$ cat src/rtl/key_req_gen_pkg.sv
// key_req_gen_pkg
//   Shared types and helpers for the key_req_gen request generator.
//   ch_state_t : per-channel FSM state encoding (IDLE, REQ, GAP, DONE).
//   gap_cnt_w  : width of the per-channel gap counter for a given GAP.
package key_req_gen_pkg;

    typedef logic [1:0] ch_state_t;

    localparam ch_state_t ST_IDLE = 2'd0;
    localparam ch_state_t ST_REQ  = 2'd1;
    localparam ch_state_t ST_GAP  = 2'd2;
    localparam ch_state_t ST_DONE = 2'd3;

    // A counter must hold values up to GAP-1; never narrower than one bit.
    function automatic int gap_cnt_w(input int gap);
        return (gap > 0) ? $clog2(gap + 1) : 1;
    endfunction

endpackage

$ cat src/rtl/key_req_ch.sv
// key_req_ch
//   One request channel: walks req_key from 0 to cfg_last, one request per
//   key, advancing on ack. Optional GAP idle cycles after each accepted
//   request, optional wrap back to 0 after cfg_last.
// Ports:
//   clk, rst      clock, async active-high reset
//   go            start a run (already qualified by the top: not busy, no abort)
//   abort         synchronous return to IDLE, key cleared
//   cfg_last      final key of the run (held stable by the top during a run)
//   cfg_wrap      1: continue from 0 after cfg_last, 0: stop in DONE
//   ack           acknowledge, only honoured while req is high
//   req, req_key  registered request and key
//   state         FSM state, exported for busy/done decode and debug
module key_req_ch
    import key_req_gen_pkg::*;
#(
    parameter int KEY_W = 4,
    parameter int GAP   = 0
) (
    input  logic             clk,
    input  logic             rst,
    input  logic             go,
    input  logic             abort,
    input  logic [KEY_W-1:0] cfg_last,
    input  logic             cfg_wrap,
    input  logic             ack,
    output logic             req,
    output logic [KEY_W-1:0] req_key,
    output ch_state_t        state
);

    localparam int GW = gap_cnt_w(GAP);
    // Loaded on entry to GAP; GAP reaches REQ after the counter hits zero,
    // giving exactly GAP cycles with req low.
    localparam logic [GW-1:0] GAP_LOAD = GW'((GAP > 0) ? GAP - 1 : 0);

    logic [GW-1:0] gap_cnt;

    always_ff @(posedge clk or posedge rst) begin
        if (rst) begin
            state   <= ST_IDLE;
            req     <= 1'b0;
            req_key <= '0;
            gap_cnt <= '0;
        end else if (abort) begin
            state   <= ST_IDLE;
            req     <= 1'b0;
            req_key <= '0;
            gap_cnt <= '0;
        end else begin
            case (state)
                ST_IDLE, ST_DONE: begin
                    if (go) begin
                        req_key <= '0;
                        req     <= 1'b1;
                        state   <= ST_REQ;
                    end
                end
                ST_REQ: begin
                    if (ack) begin
                        if (req_key == cfg_last && !cfg_wrap) begin
                            // Final key accepted: key holds at cfg_last.
                            state <= ST_DONE;
                            req   <= 1'b0;
                        end else begin
                            req_key <= (req_key == cfg_last) ? '0 : req_key + 1'b1;
                            if (GAP == 0) begin
                                state <= ST_REQ;
                                req   <= 1'b1;
                            end else begin
                                state   <= ST_GAP;
                                req     <= 1'b0;
                                gap_cnt <= GAP_LOAD;
                            end
                        end
                    end
                end
                ST_GAP: begin
                    if (gap_cnt == '0) begin
                        state <= ST_REQ;
                        req   <= 1'b1;
                    end else begin
                        gap_cnt <= gap_cnt - 1'b1;
                    end
                end
                default: begin
                    state <= ST_IDLE;
                    req   <= 1'b0;
                end
            endcase
        end
    end

endmodule

$ cat src/rtl/key_req_gen.sv
// key_req_gen
//   Multi-channel request generator. NUM_CH independent channels each walk
//   a key 0..key_last, issuing one request per key.
// Handshake: req[i]/ack[i] is valid/ready. req[i] and req_key[i] are
//   registered; while req[i] is high the key is held stable until ack[i] is
//   sampled high on a rising edge, which is the single transfer event.
//   ack[i] while req[i] is low has no effect. No path from ack to req exists.
// Ports:
//   clk, rst     clock, async active-high reset
//   start        begin a run on all channels (ignored while busy)
//   abort        synchronous abort to IDLE, wins over start and ack
//   key_last     final key, sampled on an accepted start
//   wrap         wrap mode, sampled on an accepted start
//   req, req_key per-channel request and key (key i at [i*KEY_W +: KEY_W])
//   ack          per-channel acknowledge
//   busy         some channel in REQ or GAP
//   done         every channel in DONE
//   state_dbg    per-channel FSM state (channel i at [2*i +: 2])
module key_req_gen
    import key_req_gen_pkg::*;
#(
    parameter int KEY_W  = 4,
    parameter int NUM_CH = 2,
    parameter int GAP    = 0
) (
    input  logic                    clk,
    input  logic                    rst,
    input  logic                    start,
    input  logic                    abort,
    input  logic [KEY_W-1:0]        key_last,
    input  logic                    wrap,
    output logic [NUM_CH-1:0]       req,
    output logic [NUM_CH*KEY_W-1:0] req_key,
    input  logic [NUM_CH-1:0]       ack,
    output logic                    busy,
    output logic                    done,
    output logic [2*NUM_CH-1:0]     state_dbg
);

    logic [KEY_W-1:0] cfg_last;
    logic             cfg_wrap;
    logic             go;
    ch_state_t        ch_state [NUM_CH];

    // A run can only start when no channel is mid-run; abort always wins.
    assign go = start && !abort && !busy;

    always_ff @(posedge clk or posedge rst) begin
        if (rst) begin
            cfg_last <= '0;
            cfg_wrap <= 1'b0;
        end else if (go) begin
            cfg_last <= key_last;
            cfg_wrap <= wrap;
        end
    end

    for (genvar i = 0; i < NUM_CH; i++) begin : g_ch
        key_req_ch #(
            .KEY_W (KEY_W),
            .GAP   (GAP)
        ) u_ch (
            .clk      (clk),
            .rst      (rst),
            .go       (go),
            .abort    (abort),
            .cfg_last (cfg_last),
            .cfg_wrap (cfg_wrap),
            .ack      (ack[i]),
            .req      (req[i]),
            .req_key  (req_key[i*KEY_W +: KEY_W]),
            .state    (ch_state[i])
        );
        assign state_dbg[2*i +: 2] = ch_state[i];
    end

    // Decoded from state registers only.
    always_comb begin
        busy = 1'b0;
        done = 1'b1;
        for (int i = 0; i < NUM_CH; i++) begin
            busy = busy | (ch_state[i] == ST_REQ) | (ch_state[i] == ST_GAP);
            done = done & (ch_state[i] == ST_DONE);
        end
    end

endmodule

$ cat config.mk
export PLATFORM = sky130hd
export DESIGN_NAME = key_req_gen
export DESIGN_NICKNAME = d
export VERILOG_FILES = /design/src/rtl/key_req_gen_pkg.sv /design/src/rtl/key_req_ch.sv /design/src/rtl/key_req_gen.sv
export SDC_FILE = /design/constraint.sdc
export NUM_CORES = 1
export LEC_CHECK = 0
export CORE_MARGIN = 8
export CORE_UTILIZATION = 43
export DETAILED_ROUTE_END_ITERATION = 7
export DONT_BUFFER_PORTS = 1
export PLACE_DENSITY = 0.67
export SYNTH_ARGS = -nofsm -noshare
export SYNTH_HDL_FRONTEND = slang
export SYNTH_SLANG_ARGS = --single-unit
export TNS_END_PERCENT = 100
$ cat constraint.sdc
create_clock -name clk -period 3.2 [get_ports clk]
set_clock_uncertainty 0.15 [all_clocks]
set_input_delay 0.64 -clock clk [delete_from_list [all_inputs] [get_ports clk]]
set_output_delay 0.64 -clock clk [all_outputs]
set_load 0.01 [all_outputs]
==> results.toml <==
[status]
outcome = "finished, final reports clean"

[logic_synthesis]
postSynthRegisterBits = 19
mean_instance_size_in_the_synthesized_netlist_um2 = 10.2
synth_largest_area_cell = "sky130_fd_sc_hd__dfrtp_1"
synth_nets = 136
synth.top_cells.by_area = "sky130_fd_sc_hd__dfrtp_1 39%, sky130_fd_sc_hd__ha_1 7.3%, sky130_fd_sc_hd__xnor2_1 5.8%, sky130_fd_sc_hd__inv_1 4.7%, sky130_fd_sc_hd__mux2_2 4.7%"
ys_seq_area_share_pct = 39.4
post_synth_instance_area_mm2 = 0.00121
synthesized_netlist_cell_count = 118
synthArstFlopShare_pct = 100
synth_edf_count = 0
yosys_warnings = 0
fraction_of_post_synthesis_cell_area_in_the_top_cell_type_by_area_pct = 39.4
post_synth_top_flop = "sky130_fd_sc_hd__dfrtp_1"
ys_types = 39

[die]
effective_utilization_at_floorplan_pct = 44.6
total_number_of_placement_rows = 19
die_h_um = 69.0
core_region_area_mm2 = 0.00271
die_w_um = 69.0
pin_count = 27
design.die.area_mm2 = 0.00476

[timing]
rsz0062_at_grt = "false"
finalSetupViolCount = 0
max_freq_mhz = 466
final_hold_slack_ns = 0.186
min_period_over_period_pct = 67.1
setup_ws_post_layout_ns = 1.05
final.min_clock_period_ns = 2.15
setup_total_neg_slack_ns = 0
finalHoldViolations = 0
tightest_slew_ns = 0.747
timing.final.max_slew_violations = 0
max-slew-margin-rel_pct = 50.1

[detailed_routing]
maxUsedRoutingLayer = "met4"
met2RoutedLength_mm = 1.10
number_of_detailed_routing_iterations_run_before_antenna_repair = 4
drt_drc_violations_left = 0
via_per_inst = 5.70
first_iter_violations = 35
ant_nets = 0
wire_per_inst_um = 16.4
wirelength_met1_mm = 1.05
routed_wirelength_mm = 2.44
met3RoutedLength_um = 265
route.vias.total = 850

[power_and_ir_drop]
power.static_leakage_nw = 0.541
post-layout-total-power_mw = 0.638
internal_mw = 0.415
powerDensity_mw_per_mm2 = 513
share_comb_of_total_power_pct = 29.0
pwr-share-seq_pct = 51.2
max-vdd-ir-drop_v = 0.000302
power.net_switching_mw = 0.223
pwr-share-clk_pct = 19.8
sw_frac_of_total_pct = 34.9

[hold_path]
worst_hold_path_type = "input port to asynchronous set/reset pin"

[setup_path]
kind_of_end_point_of_the_critical_path = "output pin"
worstReg2RegEnd = "g_ch[1].u_ch.req_key[2]"
reg2reg_setup_slack_ns = 1.08
worst_path_required_time_ns = 2.41
worst-endpoint-arrival_ns = 1.36
rr_worst_depth = 6
path_class = "flop to output pin"
worst-path-max-fanout = 7
worstSetupStartpointType = "flop"
rr_startpoint = "g_ch[1].u_ch.state[1]"

[cells_and_area]
final_layout_size_suffix_gt1_share_pct = 14.4
final_design_area_no_fill_mm2 = 0.00124
syn_to_final_growth_pct = 2.90
layout.nets = 137
antenna-diode-count = 0
filler_cell_count = 258

[clock_tree]
clockBufferDepth = 2
clock_sink_count = 19
cts_tree = "yes"
post_cts_resize_count = 0
clk_latency_ns = 0.30
post_cts.repair.setup_buffers = 0
path_clk_slew_ns = 0.11
clock-root-buffer = "sky130_fd_sc_hd__clkbuf_4"
numCtsBuffers = 3
cts.hold.buffers_added = 0
cts_htree_levels = 1

[global_route]
grt_first_pass_wirelength_mm = 4.02
antenna_violations_before_repair = 0
grt.overflow.total = 0
number_of_global_route_vias_before_repair = 877
globalRouteTotalUtil_pct = 11.1
largest_net_degree_at_the_start_of_global_routing = 20

[run]
max_cap_viol_count = 0

[place]
portBuffers = 0
minimum_setup_slack_after_placement_ns = 1.07
post-dp-hpwl_mm = 1.91
detailed_place.area_mm2 = 0.00122
gp_routability_congestion = 0.831
-- stage by stage --
| stage | util (%) | std cells |
|---|---|---|
| floorplan | - | 118 |
| global placement | 44.9 | 145 |
| detailed placement | 44.9 | 145 |
| CTS | 45.8 | 149 |
| global route | 45.8 | 149 |
| finish | 45.8 | 149 |
-- Yosys cell counts, types with 2 or more instances --
master	instances
sky130_fd_sc_hd__xnor2_1	8
sky130_fd_sc_hd__inv_1	15
sky130_fd_sc_hd__nand3b_1	2
sky130_fd_sc_hd__nor2_1	5
sky130_fd_sc_hd__mux2i_1	4
sky130_fd_sc_hd__nand4_1	2
sky130_fd_sc_hd__a21oi_1	3
sky130_fd_sc_hd__nand2b_1	3
sky130_fd_sc_hd__nand3_1	5
sky130_fd_sc_hd__ha_1	7
sky130_fd_sc_hd__o211ai_1	3
sky130_fd_sc_hd__nand2_1	7
sky130_fd_sc_hd__dfrtp_1	19
sky130_fd_sc_hd__o21ai_0	2
sky130_fd_sc_hd__mux2_2	5
sky130_fd_sc_hd__buf_4	2
sky130_fd_sc_hd__a41oi_1	4
-- metal layers --
| layer | track usage [%] | vias to the layer above |
|---|---|---|
| li1 | - | 418 |
| met3 | 5.17 | 4 |
| met2 | 17.7 | 28 |
| met1 | 12.8 | 400 |
| met5 | 0 | - |
| met4 | 3.76 | 0 |
-- cell families (layout without fill, tap and decap cells) --
logic type               after synthesis  after routing  synth area share, %
AND/OR/NAND/NOR                       36             36                 18.3
AO/OA/AOI/OAI                         20             20                 14.1
flip-flops                            19             19                 39.4
buffers and inverters                 19             19                 7.15
multiplexers                           9              9                 7.98
XOR/XNOR                               8              8                 5.80
adder cells (fa/ha/maj)                7              7                 7.25
-- layout make-up --
type	instances	area [um2]	share of cell area, %
Sequential cell	19	475	38.3
Multi-Input combinational cell	80	646	52.0
Inverter	15	56.3	4.53
Clock buffer	4	26.3	2.11
Tap cell	31	38.8	3.12
-- flip-flops by register name, indices dropped and copies added (netlist names) --
| signal | count |
|---|---|
| cfg_last | 4 |
| cfg_wrap | 1 |
| g_ch.u_ch.req | 2 |
| g_ch.u_ch.req_key | 8 |
| g_ch.u_ch.state | 4 |
-- power groups by stage --
stage | Combinational [mW] | Clock [mW] | Sequential (mW)
6_report | 0.185 | 0.126 | 0.326
5_1_grt | 0.204 | 0.142 | 0.334
4_1_cts | 0.186 | 0.131 | 0.329
3_5_place_dp | 0.184 | 0 | 0.334
3_3_place_gp | 0.177 | 0 | 0.333
2_1_floorplan | 0.169 | 0 | 0.319
-- critical path, stage by stage (launching register included) --
cell and delay (ns):
sky130_fd_sc_hd__dfrtp_1 0.47, sky130_fd_sc_hd__inv_1 0.09, sky130_fd_sc_hd__ha_1 0.26, sky130_fd_sc_hd__nor2_1 0.13, sky130_fd_sc_hd__nand2_1 0.11
-- worst max path at each step --
stage	start	end
after global placement	g_ch[0].u_ch.state[1]	g_ch[1].u_ch.req
after global routing	g_ch[1].u_ch.state[1]	busy
final	g_ch[1].u_ch.state[1]	busy
after detailed placement	g_ch[0].u_ch.state[1]	g_ch[1].u_ch.req
after CTS	g_ch[1].u_ch.state[1]	busy
after floorplan	g_ch[0].u_ch.state[1]	cfg_last[0]
-- cell usage in the layout (no fill, tap or decap), types with 2 or more instances in the layout --
cell type / instances
sky130_fd_sc_hd__dfrtp_1: 19
sky130_fd_sc_hd__inv_1: 15
sky130_fd_sc_hd__xnor2_1: 8
sky130_fd_sc_hd__nand2_1: 7
sky130_fd_sc_hd__ha_1: 7
sky130_fd_sc_hd__mux2_2: 5
sky130_fd_sc_hd__nor2_1: 5
sky130_fd_sc_hd__nand3_1: 5
sky130_fd_sc_hd__a41oi_1: 4
sky130_fd_sc_hd__mux2i_1: 4
sky130_fd_sc_hd__o211ai_1: 3
sky130_fd_sc_hd__nand2b_1: 3
sky130_fd_sc_hd__a21oi_1: 3
sky130_fd_sc_hd__clkbuf_4: 3
sky130_fd_sc_hd__nand4_1: 2
sky130_fd_sc_hd__nand3b_1: 2
sky130_fd_sc_hd__o21ai_0: 2
No activity file was read; power rests on OpenSTA's default activity.
